--- config.mk ---
export PLATFORM = sky130hd
export DESIGN_NAME = keypad_matrix_scanner
export DESIGN_NICKNAME = d
export VERILOG_FILES = /design/src/rtl/keypad_pkg.sv /design/src/rtl/keypad_col_scan.sv /design/src/rtl/keypad_matrix_scanner.sv
export SDC_FILE = /design/constraint.sdc
export NUM_CORES = 1
export LEC_CHECK = 0
export ABC_AREA = 1
export CAP_MARGIN = 20
export CORE_ASPECT_RATIO = 0.7
export CORE_MARGIN = 3
export CORE_UTILIZATION = 54
export DETAILED_ROUTE_END_ITERATION = 6
export HOLD_SLACK_MARGIN = 0.08
export MAX_ROUTING_LAYER = met4
export PLACE_DENSITY = 0.76
export SYNTH_ARGS = -nofsm -noshare
export SYNTH_HDL_FRONTEND = slang
export SYNTH_SLANG_ARGS = --single-unit
--- constraint.sdc ---
create_clock -name clk -period 2.57 [get_ports clk]
set_input_delay 0.257 -clock clk [delete_from_list [all_inputs] [get_ports clk]]
set_output_delay 0.257 -clock clk [all_outputs]
set_load 0.005 [all_outputs]
--- src/rtl/keypad_pkg.sv ---
// Shared definitions for the 4x4 keypad scanner: FSM states, scan-result kinds
// and the physical key layout.
package keypad_pkg;

    localparam logic [1:0] ST_IDLE     = 2'd0;
    localparam logic [1:0] ST_DEBOUNCE = 2'd1;
    localparam logic [1:0] ST_PRESSED  = 2'd2;
    localparam logic [1:0] ST_RELEASE  = 2'd3;

    typedef enum logic [1:0] {
        SCAN_NONE   = 2'd0,
        SCAN_SINGLE = 2'd1,
        SCAN_MULTI  = 2'd2
    } scan_kind_t;

    // Nibble {row,col} holds the hex code printed on that key ('*'=E, '#'=F).
    localparam logic [63:0] KEY_MAP = 64'hDF0E_C987_B654_A321;

    function automatic logic [3:0] key_code(input logic [1:0] row_idx, input logic [1:0] col_idx);
        logic [5:0] base;
        base = {row_idx, col_idx, 2'b00};
        return KEY_MAP[base +: 4];
    endfunction

endpackage

--- src/rtl/keypad_col_scan.sv ---
// Column rotation, row synchronisation and per-scan accumulation. Emits one
// scan_done pulse per full 4-column sweep with the classified result.
module keypad_col_scan
    import keypad_pkg::*;
#(
    parameter int SCAN_DIV = 50000
) (
    input  logic       clk,
    input  logic       rst,
    input  logic [3:0] row,
    output logic [3:0] col,
    output logic       scan_done,
    output logic [1:0] scan_kind,
    output logic [3:0] scan_code
);

    localparam int DIV_W = $clog2(SCAN_DIV);
    localparam logic [DIV_W-1:0] DIV_LAST = DIV_W'(SCAN_DIV - 1);

    logic [3:0]       row_meta_q, row_sync_q;
    logic [DIV_W-1:0] div_q;
    logic [1:0]       col_idx_q;
    logic [3:0]       col_q;
    logic [1:0]       acc_cnt_q, acc_cnt_d;
    logic [3:0]       acc_code_q, acc_code_d;
    logic             scan_done_q;
    logic [1:0]       scan_kind_q, kind_d;
    logic [3:0]       scan_code_q;
    logic             slot_end;
    logic [2:0]       hit_cnt;
    logic [3:0]       hit_code;
    logic [2:0]       total;

    assign slot_end = (div_q == DIV_LAST);

    // Merge this column's hits into the running scan; count saturates at 2 (= MULTI).
    always_comb begin
        hit_cnt  = 3'd0;
        hit_code = 4'h0;
        for (int r = 0; r < 4; r++) begin
            if (!row_sync_q[r]) begin
                hit_cnt  = hit_cnt + 3'd1;
                hit_code = key_code(2'(r), col_idx_q);
            end
        end
        total      = {1'b0, acc_cnt_q} + hit_cnt;
        acc_cnt_d  = (total >= 3'd2) ? 2'd2 : total[1:0];
        acc_code_d = (hit_cnt != 3'd0) ? hit_code : acc_code_q;
        kind_d     = SCAN_NONE;
        if (total == 3'd1)
            kind_d = SCAN_SINGLE;
        else if (total >= 3'd2)
            kind_d = SCAN_MULTI;
    end

    always_ff @(posedge clk or posedge rst) begin
        if (rst) begin
            row_meta_q  <= 4'b1111;
            row_sync_q  <= 4'b1111;
            div_q       <= '0;
            col_idx_q   <= 2'd0;
            col_q       <= 4'b1110;
            acc_cnt_q   <= 2'd0;
            acc_code_q  <= 4'h0;
            scan_done_q <= 1'b0;
            scan_kind_q <= SCAN_NONE;
            scan_code_q <= 4'h0;
        end else begin
            row_meta_q  <= row;
            row_sync_q  <= row_meta_q;
            scan_done_q <= 1'b0;
            if (slot_end) begin
                div_q     <= '0;
                col_idx_q <= col_idx_q + 2'd1;
                col_q     <= {col_q[2:0], col_q[3]};
                if (col_idx_q == 2'd3) begin
                    scan_done_q <= 1'b1;
                    scan_kind_q <= kind_d;
                    scan_code_q <= acc_code_d;
                    acc_cnt_q   <= 2'd0;
                    acc_code_q  <= 4'h0;
                end else begin
                    acc_cnt_q  <= acc_cnt_d;
                    acc_code_q <= acc_code_d;
                end
            end else begin
                div_q <= div_q + DIV_W'(1);
            end
        end
    end

    assign col       = col_q;
    assign scan_done = scan_done_q;
    assign scan_kind = scan_kind_q;
    assign scan_code = scan_code_q;

endmodule

--- src/rtl/keypad_matrix_scanner.sv ---
// 4x4 keypad scanner top: debounces full-scan results and publishes one hex
// code per physical press, with a single-cycle valid strobe.
module keypad_matrix_scanner
    import keypad_pkg::*;
#(
    parameter int SCAN_DIV       = 50000,
    parameter int DEBOUNCE_SCANS = 3
) (
    input  logic       clk,
    input  logic       rst,
    input  logic [3:0] row,
    output logic [3:0] col,
    output logic [3:0] key_val,
    output logic       key_valid,
    output logic       key_held
);

    localparam int CNT_W = $clog2(DEBOUNCE_SCANS + 1);
    localparam logic [CNT_W-1:0] CNT_MAX = CNT_W'(DEBOUNCE_SCANS);

    logic             scan_done;
    logic [1:0]       scan_kind;
    logic [3:0]       scan_code;
    logic [1:0]       state_q, state_d;
    logic [3:0]       cand_q, cand_d;
    logic [CNT_W-1:0] cnt_q, cnt_d, cnt_inc;
    logic [3:0]       key_val_q, key_val_d;
    logic             key_valid_q, key_valid_d;
    logic             key_held_q, key_held_d;
    logic             is_none, is_single;

    keypad_col_scan #(.SCAN_DIV(SCAN_DIV)) u_col_scan (
        .clk       (clk),
        .rst       (rst),
        .row       (row),
        .col       (col),
        .scan_done (scan_done),
        .scan_kind (scan_kind),
        .scan_code (scan_code)
    );

    assign is_none   = (scan_kind == SCAN_NONE);
    assign is_single = (scan_kind == SCAN_SINGLE);
    assign cnt_inc   = (cnt_q == CNT_MAX) ? cnt_q : cnt_q + CNT_W'(1);

    always_comb begin
        state_d     = state_q;
        cand_d      = cand_q;
        cnt_d       = cnt_q;
        key_val_d   = key_val_q;
        key_valid_d = 1'b0;
        key_held_d  = key_held_q;
        if (scan_done) begin
            case (state_q)
                ST_IDLE: begin
                    if (is_single) begin
                        cand_d  = scan_code;
                        cnt_d   = CNT_W'(1);
                        state_d = ST_DEBOUNCE;
                    end
                end
                ST_DEBOUNCE: begin
                    if (is_single && scan_code == cand_q) begin
                        cnt_d = cnt_inc;
                        if (cnt_inc == CNT_MAX) begin
                            state_d     = ST_PRESSED;
                            key_val_d   = cand_q;
                            key_valid_d = 1'b1;
                            key_held_d  = 1'b1;
                        end
                    end else if (is_single) begin
                        cand_d = scan_code;
                        cnt_d  = CNT_W'(1);
                    end else if (is_none) begin
                        state_d = ST_IDLE;
                        cnt_d   = '0;
                    end
                end
                ST_PRESSED: begin
                    if (is_none) begin
                        cnt_d   = CNT_W'(1);
                        state_d = ST_RELEASE;
                    end
                end
                default: begin
                    // Any key seen during release means the press never ended.
                    if (is_none) begin
                        cnt_d = cnt_inc;
                        if (cnt_inc == CNT_MAX) begin
                            state_d    = ST_IDLE;
                            key_held_d = 1'b0;
                            cnt_d      = '0;
                        end
                    end else begin
                        state_d = ST_PRESSED;
                    end
                end
            endcase
        end
    end

    always_ff @(posedge clk or posedge rst) begin
        if (rst) begin
            state_q     <= ST_IDLE;
            cand_q      <= 4'h0;
            cnt_q       <= '0;
            key_val_q   <= 4'h0;
            key_valid_q <= 1'b0;
            key_held_q  <= 1'b0;
        end else begin
            state_q     <= state_d;
            cand_q      <= cand_d;
            cnt_q       <= cnt_d;
            key_val_q   <= key_val_d;
            key_valid_q <= key_valid_d;
            key_held_q  <= key_held_d;
        end
    end

    assign key_val   = key_val_q;
    assign key_valid = key_valid_q;
    assign key_held  = key_held_q;

endmodule

# Word-level counts from Yosys, hierarchy flattened
# Cells that the tools add are included.
[classes]
muxes = 45
bitwise = 1
shift = 4
reduce_logical = 14
n_lt_le_gt_ge = 1
add_sub_neg = 7
eq_ne = 18
[ops]
columns = ["op", "n"]
rows = [
  ["indexed part select 64 x 7 -> 4 bit (first input constant)", 2],
  ["indexed part select 64 x 5 -> 4 bit (first input constant)", 1],
  ["indexed part select 64 x 6 -> 4 bit (first input constant)", 1],
  ["2-to-1 mux 2 bit", 18],
  ["2-to-1 mux 4 bit", 8],
  ["adder 16 x 1 -> 16 bit (second input constant)", 1],
  ["== test 16 bit (second input constant)", 1],
  ["2-to-1 mux 16 bit", 1],
  ["case mux 2 bit (3 select lines)", 2],
  ["2-to-1 mux 1 bit", 11],
  ["AND reduction 5 bit", 2],
  ["2-to-1 mux 3 bit", 3],
  ["!= test 3 bit (second input constant)", 3],
  ["== test 2 bit (second input constant)", 4],
  ["!= test 2 bit (second input constant)", 4],
  ["case mux 4 bit (2 select lines)", 1],
  ["AND reduction 7 bit", 1],
  ["adder 3 x 1 -> 3 bit (second input constant)", 2],
  ["nonzero test 3 bit", 2],
  ["!= test 5 x 1 -> 1 bit (second input constant)", 1],
  ["adder 2 x 1 -> 2 bit (second input constant)", 2],
  ["== test 2 x 1 -> 1 bit (second input constant)", 2],
  ["== test 4 bit", 1],
  ["zero test 2 bit", 2],
  ["13 further kinds", 14],
]
[totals]
output_inout_bits = 10
inputBits = 6
ff_bits = 57

# Logic depth before layout (Yosys ltp)
# Gate-level depths: netlist of the first run.
[depth]
word_depth = 11
depth_mapped = 14
ltp_nobuf = 14

# By module
# A second synthesis of the first run with hierarchy kept.
[unflattened]
cells_unflattened = 413
hier_area_um2 = 3325.7
[modules_own_cells]
columns = ["mod", "area_per_inst_um2", "cells_per_inst", "instances"]
rows = [
  ["keypad_col_scan", 2411.1, 293, 1],
  ["keypad_matrix_scanner", 914.6, 120, 1],
]

# Least setup slack after synthesis of the first run
# No wires, ideal clock.
[synth_path]
path_type = "register to register"
start = "register u_col_scan.row_sync_q[1]"
end = "register u_col_scan.scan_kind_q[0] (netlist: u_col_scan.scan_kind[0])"
arrival_time_ps = 2339
path_slack_ps = 105
stages_incl_launch_ff = 11
period_less_slack_ps = 2465
n_path_buf = 0
required_time_ps = 2444
path_cell_list = "dfstp_2 > inv_1 > ha_1 > xnor2_2 > ha_1 > mux2i_4 > fa_1 > nand2_1 > inv_1 > nand3_1 > o21ai_0"
[synth_via]
elab_chain_cells = 8
[synth_lines]
columns = ["element", "line_no", "source"]
rows = [
  ["start, declared", "keypad_col_scan.sv:20", "logic [3:0] row_meta_q, row_sync_q;"],
  ["start signal, assigned", "keypad_col_scan.sv:70", "row_sync_q <= row_meta_q;"],
  ["2-to-1 mux 3 bit *", "keypad_col_scan.sv:41", "if (!row_sync_q[r]) begin"],
  ["adder 3 x 1 -> 3 bit", "keypad_col_scan.sv:42", "hit_cnt = hit_cnt + 3'd1;"],
  ["2-to-1 mux 3 bit *", "keypad_col_scan.sv:41", ""],
  ["adder 3 x 1 -> 3 bit", "keypad_col_scan.sv:42", ""],
  ["2-to-1 mux 3 bit *", "keypad_col_scan.sv:41", ""],
  ["adder 2 x 3 -> 3 bit *", "keypad_col_scan.sv:46", "total = {1'b0, acc_cnt_q} + hit_cnt;"],
  ["== test 3 x 1 -> 1 bit *", "keypad_col_scan.sv:50", "if (total == 3'd1)"],
  ["2-to-1 mux 2 bit *", "keypad_col_scan.sv:50", ""],
  ["end signal, assigned", "keypad_col_scan.sv:78", "scan_kind_q <= kind_d;"],
  ["end, declared", "keypad_col_scan.sv:27", "logic [1:0] scan_kind_q, kind_d;"],
]
# Every way passes the cells marked *; elsewhere a longest branch is shown, timed or not.
# A chain may end at the register's enable or synchronous reset.

# Final worst setup path of the first run
[layout_path]
start = "register u_col_scan.row_sync_q[0]"
end = "register u_col_scan.scan_kind_q[1] (netlist: u_col_scan.scan_kind[1])"
[layout_via]
elab_chain_cells = 11
word_cells_on_any_way = 12
classes_between = "add/sub: 4; order compare: 1; eq/ne: 1; mux: 6"
[layout_lines]
columns = ["element", "line_no", "source"]
rows = [
  ["2-to-1 mux 1 bit *", "keypad_col_scan.sv:41", ""],
  ["adder 1 x 1 -> 2 bit", "keypad_col_scan.sv:42", ""],
  ["2-to-1 mux 3 bit *", "keypad_col_scan.sv:41", ""],
  ["adder 3 x 1 -> 3 bit", "keypad_col_scan.sv:42", ""],
  ["2-to-1 mux 3 bit *", "keypad_col_scan.sv:41", ""],
  ["adder 3 x 1 -> 3 bit", "keypad_col_scan.sv:42", ""],
  ["2-to-1 mux 3 bit *", "keypad_col_scan.sv:41", ""],
  ["adder 2 x 3 -> 3 bit *", "keypad_col_scan.sv:46", ""],
  [">= comparator 3 x 2 -> 1 bit", "keypad_col_scan.sv:52", "else if (total >= 3'd2)"],
  ["2-to-1 mux 2 bit", "keypad_col_scan.sv:52", ""],
  ["2-to-1 mux 2 bit *", "keypad_col_scan.sv:50", ""],
]
# Marked as above.

==> impl_metrics.toml, run 1 <==
[layout]
layout_area_growth_over_synthesis_pct = 13.87
post_route_cells_drive_above_1_share_pct = 17.38
final_common_cell = "nand2_1"
multi_input_area_um2 = 1526
num-nets-final = 436
filler_instances = 463
n_antenna_cell = 0
most_frequent_cells_in_the_layout = "nand2_1, inv_1, dfrtp_1, nor2_1, nand3_1"
regArea_um2 = 1440
layoutNonFillerInstCount = 492

[die]
placeableCoreArea_um2 = 5505
die_area_um2 = 6979
initial_core_util_pct = 58.84
die-width_um = 98.57
design.portCount = 16
total_number_of_placement_rows = 22
die_height_um = 70.80

[timing]
final.min_clock_period_ns = 2.407
tightestPinTransition_ns = 0.5901
finalHoldWorstSlack_ns = 0.3081
fin_worst_skew_ns = 0.008017
timing_hold_violations_final = 0
fin_crit_sh_pct = 93.65
rsz_0062_raised_after_global_routing = "no"
slew_headroom_pct = 60.60
setup_viol = 0
timing.fmax_mhz = 415.5
final-max-slew-violation-count = 0
setup_tns_ns = 0

[global_routing]
grt_start_max_net_pins = 29
grt_first_pass_wirelength_mm = 11.17
globalRouteMet3Util_pct = 5.714
gr-max-usage-layer = "met2"
global_route.usage.total_pct = 20.42
grt_pass1_vias = 2486
grtUsageMet2_pct = 29.06
number_of_antenna_violations_at_the_first_check_in_global_routing = 0
grt_overflow_total = 0
globalRouteMet1Util_pct = 28.82

[placement]
numPortBuffers = 15
detailed_placement_wirelength_estimate_mm = 4.726
gp_routability_congestion = 0.9336
placed_cells = 476

[clocking]
cts-buffers-inserted = 9
clock_sink_count = 57
cts_tree = "yes"
cts-hold-fix-buffers = 0
clk_root_buffer_cell = "clkbuf_8"
clk_latency_ns = 0.33
htree_num_levels = 3
clkSlewWorstSetupHoldPaths_ns = 0.06
ctsLongestPathBuffers = 2

[routing]
total_routed_wirelength_mm = 6.304
route.detailed.drc = 0
route.detailed.wl_per_inst_um = 12.81
drt_iter0_drc = 228
num_vias = 2572
via_per_inst = 5.228
residual_antenna_violating_net_count_after_detailed_routing = 0
drt_pass1_iterations = 6

[yosys]
ys_dominant_reg_cell = "dfrtp_1"
flops_latches_synth = 57
synthDominantCellAreaShare_pct = 35.53
synth_async_sr_flop_share_pct = 100.0
avgSynthCellArea_um2 = 8.327
yosys_warnings = 0
synth.yosys.seq_area_share_pct = 44.46
syn_inst = 389
synth-edff-count = 0
netlist.top_cell.by_area = "dfrtp_1"
synth.area.top_cells = "dfrtp_1, nand2_1, dfstp_2"
netlist_area_um2 = 3239
synth.lib_cells_used.distinct = 36
net_count_of_the_mapped_netlist = 410

[worst_setup_path]
timing.critical_path.buf_inv = 3
crit_arrival_ns = 2.62
cp_data_required_time_ns = 2.78
critPathKind = "reg2reg"
max_stage_delay_ns = 0.54
worstSetupEndpointType = "register"
critical_path.cell_chain = "inv_1 > ha_4 > xnor2_2 > nand2_1 > nand2_4 > inv_1 > ha_1 > inv_1 > fa_1 > xor2_2 > nand2_1 > nand2_1 > nand2_1"
critical_path_peak_fanout = 3
timing.critical_path.max_delay_family = "adder cells"
crit_path_frequent_cell = "nand2_1"
setup.worst_path.start_class = "register"
critPathSlowestCell = "dfstp_2"

[power]
powerDensity_nw_per_um2 = 507.9
switching_share_pct = 22.14
pwr-share-comb_pct = 7.0
total_leakage_power_nw = 1.749
ir_drop_worst_vdd_uv = 300.2
p_switching_w = 0.0004147
pwr-share-clk_pct = 44.0
intPower_w = 0.001459
sequentialPowerShare_pct = 49.0

[min_path]
hold_path.class = "in2async"

[flow_run]
max_cap_viols = 0

[outcome]
status = "finished, final reports clean"
-- cell type report --
| type | count | share of cell area (%) |
|---|---|---|
| multi-input cells | 261 | 41.38 |
| flip-flops and latches | 57 | 39.04 |
| repair buffers | 19 | 4.885 |
| clock buffers | 13 | 4.308 |
| inverters | 67 | 6.852 |
| well taps | 72 | 2.442 |
| clock inverters | 3 | 1.085 |
-- layer usage --
layer	up-vias	wire, um	share of wire (%)
li1	1286	-	-
met1	1188	3204	51
met2	88	2594	41
met3	10	424	6.7
met4	0	80	1.3
met5	-	0	0
-- Yosys cell counts (2+ instances only) --
cell and n:
nand3_4 2, buf_6 2, nand3_2 4, dfstp_2 11, dfrtp_1 46, ha_1 14, nand4_2 2, xor2_1 9
a21oi_1 8, nor2_1 24, nor2_2 5, nand3_1 22, nor3_2 4, nand2_2 3, inv_1 58, nand2_1 98
a31oi_1 2, o21ai_0 17, nor2_4 5, o211ai_1 2, inv_2 8, buf_2 2, nand4_1 8, o21ai_1 13
nor3_1 9
-- per-stage QoR --
| step | setup WS, ns | cell area, um2 | total power [W] | utilization, % |
|---|---|---|---|---|
| floorplan | 0.1051 | 3239 | 0.001022 | - |
| global placement | 0.1152 | 3477 | 0.001054 | 63.16 |
| detailed placement | 0.02418 | 3477 | 0.001060 | 63.16 |
| CTS | 0.002037 | 3676 | 0.001889 | 66.77 |
| global route | 0.005296 | 3689 | 0.001950 | 67.00 |
| finish | 0.1632 | 3689 | 0.001873 | 67.00 |
-- power by group through the flow --
stage	clock network, W	registers, W	logic (W)
2_1_floorplan	0	0.000927	0.0000945
3_3_place_gp	0	0.000932	0.000122
3_5_place_dp	0	0.000933	0.000127
4_1_cts	0.000843	0.000917	0.000129
5_1_grt	0.000884	0.000918	0.000149
6_report	0.000825	0.000918	0.000131
-- registers in the layout, indices dropped and copies added, names as in the netlist --
signal and count:
state_q 2, u_col_scan.scan_done 1, key_val 4, cnt_q 2
u_col_scan.scan_code 4, u_col_scan.acc_code_q 4, u_col_scan.row_meta_q 4, key_held 1
key_valid 1, u_col_scan.scan_kind 2, u_col_scan.div_q 16, u_col_scan.col_idx_q 2
cand_q 4, u_col_scan.col 4, u_col_scan.row_sync_q 4, u_col_scan.acc_cnt_q 2
-- worst register-to-register path, delay by kind of cell (launching register included) --
family	cells	cell delay (ns)
XOR/XNOR	2	0.33
adder cells (fa/ha/maj)	3	0.85
buffers and inverters	3	0.19
flip-flops	1	0.54
AND/OR/NAND/NOR	5	0.38
-- worst paths after layout --
check | startpoint | to | slack [ns] | depth (start not counted)
setup / recovery | u_col_scan.row_sync_q[0] | u_col_scan.scan_kind[1] | 0.16 | 13
hold / removal | rst | u_col_scan.div_q[2] | 0.31 | 2
setup reg to reg | u_col_scan.row_sync_q[0] | u_col_scan.scan_kind[1] | 0.16 | 13
hold reg to reg | u_col_scan.row_meta_q[0] | u_col_scan.row_sync_q[0] | 0.36 | 0
max in group asynchronous | rst | u_col_scan.row_sync_q[3] | 1.57 | 3
min in group clk | row[2] | u_col_scan.row_meta_q[2] | 0.33 | 1
-- logic make-up (layout without fill, tap and decap cells) --
| group | Yosys count | count (layout) | share of synthesized area (%) |
|---|---|---|---|
| simple gates | 190 | 190 | 29.39 |
| buf+inv | 71 | 102 | 8.806 |
| flops | 57 | 57 | 44.46 |
| compound gates | 44 | 44 | 7.184 |
| fa+ha+maj | 15 | 15 | 6.026 |
| xor+xnor | 11 | 11 | 3.438 |
| mux | 1 | 1 | 0.6952 |
-- repair_timing --
action,CTS,global route
setup buffers,0,0
gates resized for setup,0,3
endpoints found under the setup margin,0,4
Note: power is estimated with default switching activity, not from simulation.
==> inputs of run 2 (changes only) <==
--- a/config.mk
+++ b/config.mk
@@ -9,11 +9,12 @@
 export CAP_MARGIN = 20
 export CORE_ASPECT_RATIO = 0.7
 export CORE_MARGIN = 3
-export CORE_UTILIZATION = 54
+export CORE_UTILIZATION = 45
 export DETAILED_ROUTE_END_ITERATION = 6
+export DONT_BUFFER_PORTS = 1
 export HOLD_SLACK_MARGIN = 0.08
 export MAX_ROUTING_LAYER = met4
-export PLACE_DENSITY = 0.76
+export PLACE_DENSITY = 0.71
 export SYNTH_ARGS = -nofsm -noshare
 export SYNTH_HDL_FRONTEND = slang
 export SYNTH_SLANG_ARGS = --single-unit
==> impl_metrics.toml, run 2 (same netlist as run 1, synthesis figures left out) <==
[worst_setup_path]
crit_arrival_ns = 2.57
crit_start = "u_col_scan.row_sync_q[1]"
critical_path.cell_chain = "inv_2 > ha_4 > xnor2_2 > ha_1 > mux2i_4 > fa_2 > nand2_1 > inv_1 > nand3_1 > o21ai_0"
max_stage_delay_ns = 0.56
r2r-start = "u_col_scan.row_sync_q[1]"
setup.worst_path.start_class = "register"
critPathKind = "reg2reg"
critPathSlowestCell = "dfstp_2"
critical_path_peak_fanout = 5
endpoint = "u_col_scan.scan_kind[0]"
worstReg2RegEnd = "u_col_scan.scan_kind[0]"
ff2ff_path_depth = 10
worst-r2r-setup-slack_ns = 0.22
cp_data_required_time_ns = 2.79
worstSetupEndpointType = "register"

[timing]
setup_tns_ns = 0
rsz_0062_raised_after_global_routing = "no"
final-max-slew-violation-count = 0
timing_hold_violations_final = 0
setup_viol = 0
timing.fmax_mhz = 425.2
tightestPinTransition_ns = 0.6997
fin_worst_setup_slack_ns = 0.2182
fin_crit_sh_pct = 91.51
slew_headroom_pct = 53.35
fin_worst_skew_ns = 0.008875
finalHoldWorstSlack_ns = 0.3560
final.min_clock_period_ns = 2.352

[placement]
numPortBuffers = 0
detailed_placement_wirelength_estimate_mm = 4.431
gp_routability_congestion = 0.8732
detailedPlace.worstSlack_ns = 0.03904
placedInstanceArea_um2 = 3347

[layout]
most_frequent_cells_in_the_layout = "nand2_1, inv_1, dfrtp_1, nor2_1, nand3_1"
max_flop_register = "u_col_scan.div_q"
num-nets-final = 425
largest_reg_flops = 16
n_antenna_cell = 0
post_layout_instance_area_um2 = 3586
layout_area_growth_over_synthesis_pct = 10.70
post_route_cells_drive_above_1_share_pct = 18.09
final_common_cell = "nand2_1"

[min_path]
hold_path.class = "reg2reg"

[die]
placeableCoreArea_um2 = 6850
initial_core_util_pct = 47.29
die_height_um = 76.99
design.portCount = 16
die_area_um2 = 8269
total_number_of_placement_rows = 25
die-width_um = 107.4

[clocking]
htree_num_levels = 3
clk_latency_ns = 0.33
clkSlewWorstSetupHoldPaths_ns = 0.07
cts_setup_buffers = 0
clk_root_buffer_cell = "clkbuf_8"
clock_sink_count = 57
cts-buffers-inserted = 9
ctsLongestPathBuffers = 2
cts_tree = "yes"

[power]
ir_drop_worst_vdd_uv = 298.8
powerDensity_nw_per_um2 = 496.1
total_leakage_power_nw = 1.701

[routing]
num_vias = 2476
drt_iter0_drc = 136
via_per_inst = 4.922
residual_antenna_violating_net_count_after_detailed_routing = 0
drt_pass1_iterations = 4
route.detailed.drc = 0
route.detailed.wl_per_inst_um = 11.99
total_routed_wirelength_mm = 6.030

[global_routing]
grt_pass1_vias = 2380
number_of_antenna_violations_at_the_first_check_in_global_routing = 0
grt_first_pass_wirelength_mm = 10.93
global_route.usage.total_pct = 16.94
grt_start_max_net_pins = 58
grt_overflow_total = 0

[flow_run]
max_cap_viols = 0

[outcome]
status = "finished, final reports clean"
==> run 2: per-layer routing <==
layer  vias up  share of wire [%]  GRT usage, %
met5         -                  0             -
li1       1267                  -             -
met3         9                5.2         5.214
met1      1149                 50         22.96
met4         0                1.2         5.296
met2        51                 43         24.41
==> run 2: layout make-up <==
type                    instances  area, um2
fillers                       633       3264
multi-input cells             261       1529
flip-flops and latches         57       1440
inverters                      67      252.7
clock buffers                  13      158.9
well taps                      94      117.6
repair buffers                  8      72.57
clock inverters                 3      15.01
==> run 2: power by group <==
part	total [W]	leakage, nW	switching, W	internal [W]
clock	0.000739	0.0932	0.000341	0.000398
combinational	0.000123	0.864	0.0000744	0.0000489
sequential	0.000917	0.744	0.00000746	0.000910
total	0.00178	1.70	0.000423	0.00136
==> run 2: metrics by stage <==
stage | utilization [%] | cells | total power (W)
CTS | 52.13 | 503 | 0.001801
finish | 52.35 | 503 | 0.001779
global route | 52.35 | 503 | 0.001864
detailed placement | 48.86 | 482 | 0.001047
global placement | 48.86 | 482 | 0.001045
floorplan | - | 389 | 0.001022
==> run 2: worst min path at each step <==
stage,cells past startpoint,endpoint,startpoint
after floorplan,0,u_col_scan.row_meta_q[0],row[0]
after global placement,0,u_col_scan.row_meta_q[3],row[3]
after detailed placement,0,u_col_scan.row_meta_q[0],row[0]
after CTS,0,u_col_scan.row_sync_q[2],u_col_scan.row_meta_q[2]
after global routing,0,u_col_scan.row_sync_q[2],u_col_scan.row_meta_q[2]
final,0,u_col_scan.row_sync_q[2],u_col_scan.row_meta_q[2]
==> run 2: repair_timing <==
action,CTS,global route
setup endpoints to repair,0,4
hold buffers,5,0
hold endpoints to repair,50,0
resized for setup,0,5
==> run 2: critical path, delay by kind of cell, from the launching register on <==
kind,cells,cell delay [ns]
flops,1,0.56
compound gates,1,0.07
buf+inv,2,0.11
xor+xnor,1,0.14
fa+ha+maj,3,1.05
mux,1,0.18
simple gates,2,0.13
